$ cat src/rtl/game_tick_scheduler.sv
// rtl/game_tick_scheduler.sv - 10 ms tick to game-step request scheduler with req/ack handshake
module game_tick_scheduler #(
    parameter int PERIOD_W       = 16,
    parameter int DEFAULT_PERIOD = 20,
    parameter int OVR_W          = 8
) (
    input  logic        mclk,
    input  logic        clr,
    input  logic        tick_10ms,
    input  logic        cfg_we,
    input  logic [1:0]  cfg_addr,
    input  logic [15:0] cfg_wdata,
    output logic [15:0] cfg_rdata,
    output logic        step_req,
    input  logic        step_ack,
    output logic        running,
    output logic        overrun
);

    typedef enum logic {ST_STOPPED, ST_RUNNING} state_t;

    localparam logic [PERIOD_W-1:0] ONE = {{(PERIOD_W-1){1'b0}}, 1'b1};

    state_t              r_state;
    logic [PERIOD_W-1:0] r_period;
    logic [PERIOD_W-1:0] r_div_cnt;
    logic [15:0]         r_step_cnt;
    logic [OVR_W-1:0]    r_ovr_cnt;
    logic                r_req;
    logic                r_running;
    logic                r_overrun;
    logic [15:0]         r_rdata;

    logic                w_wr_ctrl;
    logic                w_wr_period;
    logic                w_wr_status;
    logic                w_terminal;
    logic                w_fire;
    logic [PERIOD_W-1:0] w_period_val;
    logic [OVR_W-1:0]    w_ovr_nxt;
    state_t              w_state_nxt;
    logic [15:0]         w_rd_mux;

    assign w_wr_ctrl   = cfg_we && (cfg_addr == 2'd0);
    assign w_wr_period = cfg_we && (cfg_addr == 2'd1);
    assign w_wr_status = cfg_we && (cfg_addr == 2'd2);
    assign w_terminal  = (r_div_cnt == r_period - ONE);

    // A PERIOD write in the terminal-tick cycle suppresses that tick's fire.
    assign w_fire = ((r_state == ST_RUNNING) && tick_10ms && w_terminal && !w_wr_period)
                  || (w_wr_ctrl && cfg_wdata[1]);

    assign w_period_val = (cfg_wdata[PERIOD_W-1:0] == '0) ? ONE : cfg_wdata[PERIOD_W-1:0];
    assign w_state_nxt  = w_wr_ctrl ? (cfg_wdata[0] ? ST_RUNNING : ST_STOPPED) : r_state;

    always_comb begin
        w_ovr_nxt = r_ovr_cnt;
        if (w_wr_status)
            w_ovr_nxt = '0;
        else if (w_fire && r_req && !step_ack && !(&r_ovr_cnt))
            w_ovr_nxt = r_ovr_cnt + 1'b1;
    end

    always_comb begin
        w_rd_mux = 16'd0;
        case (cfg_addr)
            2'd0:    w_rd_mux = {15'd0, r_running};
            2'd1:    w_rd_mux = 16'(r_period);
            2'd2:    w_rd_mux = 16'({r_req, r_ovr_cnt});
            default: w_rd_mux = r_step_cnt;
        endcase
    end

    always_ff @(posedge mclk or posedge clr) begin
        if (clr) begin
            r_state    <= ST_STOPPED;
            r_period   <= PERIOD_W'(DEFAULT_PERIOD);
            r_div_cnt  <= '0;
            r_step_cnt <= 16'd0;
            r_ovr_cnt  <= '0;
            r_req      <= 1'b0;
            r_running  <= 1'b0;
            r_overrun  <= 1'b0;
            r_rdata    <= 16'd0;
        end else begin
            r_state   <= w_state_nxt;
            r_running <= (w_state_nxt == ST_RUNNING);
            r_ovr_cnt <= w_ovr_nxt;
            r_overrun <= |w_ovr_nxt;
            r_rdata   <= w_rd_mux;

            if (w_wr_period) begin
                r_period  <= w_period_val;
                r_div_cnt <= '0;
            end else if (w_wr_ctrl && cfg_wdata[0] && (r_state == ST_STOPPED)) begin
                r_div_cnt <= '0;
            end else if ((r_state == ST_RUNNING) && tick_10ms) begin
                r_div_cnt <= w_terminal ? '0 : r_div_cnt + ONE;
            end

            if (r_req && step_ack)
                r_step_cnt <= r_step_cnt + 16'd1;

            if (w_fire)
                r_req <= 1'b1;
            else if (r_req && step_ack)
                r_req <= 1'b0;
        end
    end

    assign cfg_rdata = r_rdata;
    assign step_req  = r_req;
    assign running   = r_running;
    assign overrun   = r_overrun;

endmodule

$ cat config.mk
export PLATFORM = sky130hd
export DESIGN_NAME = game_tick_scheduler
export DESIGN_NICKNAME = d
export VERILOG_FILES = /design/src/rtl/game_tick_scheduler.sv
export SDC_FILE = /design/constraint.sdc
export NUM_CORES = 1
export LEC_CHECK = 0
export CAP_MARGIN = 20
export CORE_ASPECT_RATIO = 0.6
export CORE_MARGIN = 5
export CORE_UTILIZATION = 57
export CTS_BUF_LIST = sky130_fd_sc_hd__clkbuf_2 sky130_fd_sc_hd__clkbuf_4 sky130_fd_sc_hd__clkbuf_8
export DETAILED_ROUTE_END_ITERATION = 16
export PLACE_DENSITY = 0.85
export SETUP_SLACK_MARGIN = 0.5
export SLEW_MARGIN = 25
export SYNTH_ARGS = -nofsm -noshare
export SYNTH_HDL_FRONTEND = slang
export SYNTH_SLANG_ARGS = --single-unit
$ cat constraint.sdc
create_clock -name mclk -period 8.24 [get_ports mclk]
set_input_delay 0.824 -clock mclk [delete_from_list [all_inputs] [get_ports mclk]]
set_output_delay 0.824 -clock mclk [all_outputs]
set_load 0.01 [all_outputs]
======== Yosys cells after proc, flatten, opt, wreduce, memory -nomap -nowiden ========
Index checks and enable logic that the tools add are counted.
word-level totals
  RAM bits ................................ 0
  memory bits (read-only) ................. 0
  bits in latches ......................... 0
  memories kept ........................... 0
  input port bits ......................... 23
  flip-flop bits (word level) ............. 75
cells by class
  reduce and logical (&&, ||, !) cells .... 23
  equality and inequality tests ........... 3
  div/mod/pow operators ................... 0
  multipliers ............................. 0
  bitwise gates (word level) .............. 1
  shift operators ......................... 0
  $lt $le $gt $ge ......................... 0
  mux-type cells .......................... 11
  $add $sub $neg .......................... 4
operators with widths
  operator               count
  $mux 16                5
  $pmux 16 s3            1
  $add 16x1->16 const B  2
  $eq 16x16->1           1
  $logic_not 16->1       1
  $mux 8                 2
  $sub 16x1->16 const B  1
  $logic_and 1x1->1      13
  $add 8x1->8 const B    1
  $reduce_and 8->1       1
  $reduce_or 8->1        1
  $logic_not 1->1        3
  $mux 1                 3
  $reduce_bool 3->1      1
  $eq 2x1->1 const B     1
  $eq 2x2->1 const B     1
  $logic_not 2->1        1
  $reduce_bool 2->1      1
  $logic_or 1x1->1       1
  $not 1->1              1

======== Longest topological paths before layout ========
  depth after elaboration ................. 11
  depth in mapped cells ................... 11
  mapped depth without buffers ............ 11

======== Worst setup path after synthesis ========
No wires, ideal clock.
  path kind ............................... flip-flop to flip-flop
  start ................................... register r_period[3]
  end ..................................... register r_overrun, in the netlist overrun
  path slack .............................. 5.157 ns
  cell stages (with the launch flop) ...... 10
  path buffers ............................ 0
  data required time ...................... 8.111 ns
  period minus slack after synthesis ...... 3.083 ns
  arrival time ............................ 2.954 ns
  cell sequence ........................... dfrtp_1 -> or4_4 -> or2_4 -> or4_4 -> a221oi_2 -> nand4b_2 -> a21boi_2 -> mux2_1 -> o21ai_1 -> o211ai_2
between the ends
  longest elaborated chain between the ends .. 11
RTL lines
  element                         line  RTL
  from (decl)                     25    logic [PERIOD_W-1:0] r_period;
  from (signal assigned)          77    r_period <= PERIOD_W'(DEFAULT_PERIOD);
  from (signal assigned)          93    r_period <= w_period_val;
  $sub 16x1->16                   47    assign w_terminal = (r_div_cnt == r_period - ONE);
  $eq 16x16->1                    47
  $logic_and 1x1->1 (2 in a row)  50    assign w_fire = ((r_state == ST_RUNNING) && tick_10ms && w_terminal && !w_wr_period)
  $logic_or 1x1->1                51    || (w_wr_ctrl && cfg_wdata[1]);
  $logic_and 1x1->1 (3 in a row)  60    else if (w_fire && r_req && !step_ack && !(&r_ovr_cnt))
  $mux 8                          60
  $mux 8                          58    if (w_wr_status)
  $reduce_or 8->1                 89    r_overrun <= |w_ovr_nxt;
  to (signal assigned)            89
  to (decl)                       31    logic r_overrun;
Every way passes these cells.
A chain may end at the register's enable or synchronous reset.

======== Worst setup path after layout ========
  start ................................... register r_period[0]
  end ..................................... register r_overrun, in the netlist overrun
The elaborated chain is that of the path after synthesis.

==> flow_metrics.tcl <==
set metrics [dict create \
    status "finished, final reports clean" \
    sequential_cell_area_mm2 0.00188 \
    grt_pass1_vias 2972 \
    ant_nets 0 \
    endpoint "overrun" \
    cp.buffers_inverters 1 \
    wire_per_inst_um 17.5 \
    synth_cells 380 \
    cts_root_buffer "clkbuf_8" \
    drcViolationCount 0 \
    vias 2996 \
    wl_um 8910 \
    rsz0062_at_grt "false" \
    grt_max_degree 76 \
    r2r_slack_ns 4.58 \
    synth_xor_xnor_area_share_pct 12.8 \
    ys_types 54 \
    coreArea_mm2 0.00676 \
    hold_violations 0 \
    cp_cell_sequence "inv_1, ha_1, nor4b_1, nand4b_1, xnor2_1, nor4_1, nand4b_2, a21boi_2, mux2_1, o21ai_1, o211ai_2" \
    syn_nets 407 \
    yosys_warnings 0 \
    dp_hpwl_um 6540 \
    synth-seq-area-share_pct 46.7 \
    max_stage_delay_ns 0.66 \
    htree_levels 3 \
    post-route-util_pct 69.2 \
    cts_tree "built" \
    clk_path_buf_depth 2 \
    cts_resized 0 \
    period_needed_ns 3.66 \
    cts.sinks 75 \
    syn_to_final_growth_pct 16.2 \
    die_h_um 75.1 \
    avgSynthCellArea_um2 10.6 \
    multi_input_area_mm2 0.00203 \
    worstPathMaxFanout 5 \
    max_cap_violations 0 \
    grt_pass1_wl_um 15000 \
    cp_top_family "simple AND/OR/NAND/NOR gates" \
    rows 23 \
    synth_edf_count 0 \
    async_flop_share_pct 100 \
    leakage_nw 2.04 \
    io_pins 42 \
    post-route-period-util_pct 44.4 \
    initial_core_util_pct 59.5 \
    synth.mux.area_fraction_pct 9.67 \
    io_buffers 41 \
    rr_worst_depth 11 \
    required_ns 8.46 \
    fin_nets 445 \
    synth-main-ff-cell "dfrtp_1" \
    nFillCells 507 \
    slew_headroom_pct 40.9 \
    worst_r2r_startpoint "r_period[0]" \
    track_usage_pct 21.8 \
    place_congestion 0.937 \
    antenna_cells 0 \
    synth_area_mm2 0.00403 \
    worst-endpoint-arrival_ns 3.88 \
    synth-adder-area-share_pct 1.24 \
    drt-vias-per-instance 5.87 \
    rr_endpoint "overrun" \
    power_density_mw_per_mm2 197 \
    synthSimpleGateAreaFrac_pct 19.4 \
    antenna_found_initial 0 \
    crit_cells 11 \
    tightest_slew_ns 0.883 \
    crit_path_start_kind "register" \
    finalSetupViolations 0 \
    cp-end-kind "register" \
    drv_slew 0 \
    dr.pass1.iters 5 \
    postCtsSetupBuffers 0 \
    crit_type "reg2reg" \
    grt-ovfl-total 0 \
    cts-buffers-inserted 9 \
    ys_seq_elements 75 \
    setup_tns_ns 0 \
    cts_hold_buf 0 \
    hold_class "reg2reg" \
    synth-compound-area-share_pct 7.34 \
    cp_slowest_cell "nor4b_1" \
    clock_latency_ns 0.36 \
    ir_worst_vdd_mv 0.124 \
    layout-drive-gt1-share_pct 14.2 \
    clk_pin_slew_ns 0.08 \
    finalClockSkew_ns 0.0102 \
    fmax_mhz 273 \
    die-area_mm2 0.00890 \
    drt_iter0_markers 274 \
    fp.dieW_um 118 \
    synth_top_family_by_area "simple AND/OR/NAND/NOR gates" \
    startpoint "r_period[0]" \
]
-- where the power goes --
part / internal (mW) / total (mW) / switching (mW)
Clock: 0.150 / 0.282 / 0.132
Sequential: 0.408 / 0.464 / 0.0563
Combinational: 0.0948 / 0.174 / 0.0788
Total: 0.653 / 0.920 / 0.267
-- sequential cells by signal, indices dropped and copies added, names as in the netlist --
register / flops
step_req: 1
r_period: 16
r_ovr_cnt: 8
running: 1
cfg_rdata: 16
overrun: 1
r_step_cnt: 16
r_div_cnt: 16
-- layer usage --
metal / global-route usage, % / vias up / wire [µm]
li1: - / 1401 / -
met1: 30.5 / 1465 / 4200
met2: 32.8 / 117 / 3840
met3: 6.61 / 13 / 759
met4: 7.67 / 0 / 119
met5: 0 / - / 0
-- synth_stat cells, types with 3 or more instances --
cell type / instances / area [µm²]
nor2b_1: 15 / 93.8
clkbuf_1: 8 / 30.0
nand3_1: 17 / 85.1
xor2_1: 24 / 210
o21ai_0: 6 / 30.0
dfrtp_1: 73 / 1830
ha_1: 4 / 50.1
nor2_1: 37 / 139
a21oi_1: 7 / 35.0
nand2_1: 28 / 105
nor3_1: 7 / 35.0
mux2i_1: 7 / 70.1
mux2_2: 24 / 270
nand4_1: 8 / 50.1
a211o_1: 4 / 35.0
inv_1: 10 / 37.5
and3_1: 7 / 43.8
xnor2_1: 35 / 307
nor4_1: 5 / 31.3
buf_2: 3 / 15.0
a22o_1: 8 / 70.1
-- area by class of cell --
class,count,area share (%)
Clock buffer,11,3.10
Tap cell,87,2.33
Clock inverter,5,1.12
Timing Repair Buffer,42,9.01
Multi-Input combinational cell,280,43.5
Sequential cell,75,40.2
Inverter,10,0.802
-- worst min path at each step --
stage | slack [ns] | depth (start not counted) | endpoint | startpoint
floorplan | 0.44 | 1 | r_step_cnt[15] | r_step_cnt[15]
global placement | 0.46 | 1 | r_step_cnt[15] | r_step_cnt[15]
detailed placement | 0.46 | 1 | r_step_cnt[15] | r_step_cnt[15]
CTS | 0.47 | 1 | r_step_cnt[15] | r_step_cnt[15]
global route | 0.51 | 1 | r_step_cnt[15] | r_step_cnt[15]
finish | 0.48 | 1 | r_step_cnt[15] | r_step_cnt[15]
-- layout by cell type, fill, tap and decap left out, types with 9 or more instances in the layout --
| cell type | count |
|---|---|
| dfrtp_1 | 73 |
| clkdlybuf4s50_1 | 41 |
| nor2_1 | 37 |
| xnor2_1 | 35 |
| nand2_1 | 28 |
| mux2_2 | 24 |
| xor2_1 | 24 |
| nand3_1 | 17 |
| nor2b_1 | 15 |
| clkbuf_8 | 10 |
| inv_1 | 9 |
-- stage by stage --
| stage | cell area, µm² | hold slack (ns) | power (mW) | cells | setup WS, ns |
|---|---|---|---|---|---|
| 2_1_floorplan | 4030 | 0.441 | 0.572 | 380 | 5.16 |
| 3_3_place_gp | 4480 | 0.462 | 0.633 | 494 | 4.57 |
| 3_5_place_dp | 4480 | 0.460 | 0.641 | 494 | 4.42 |
| 4_1_cts | 4670 | 0.474 | 0.925 | 510 | 4.66 |
| 5_1_grt | 4680 | 0.506 | 0.969 | 510 | 4.33 |
| 6_report | 4680 | 0.476 | 0.920 | 510 | 4.58 |
-- cell families (layout without fill, tap and decap cells) --
family / count (synthesis) / after routing
simple gates: 145 / 145
flops: 75 / 75
xor+xnor: 59 / 59
compound gates: 38 / 38
mux: 34 / 34
buf+inv: 25 / 68
fa+ha+maj: 4 / 4
No activity file was read; power rests on OpenSTA's default activity.
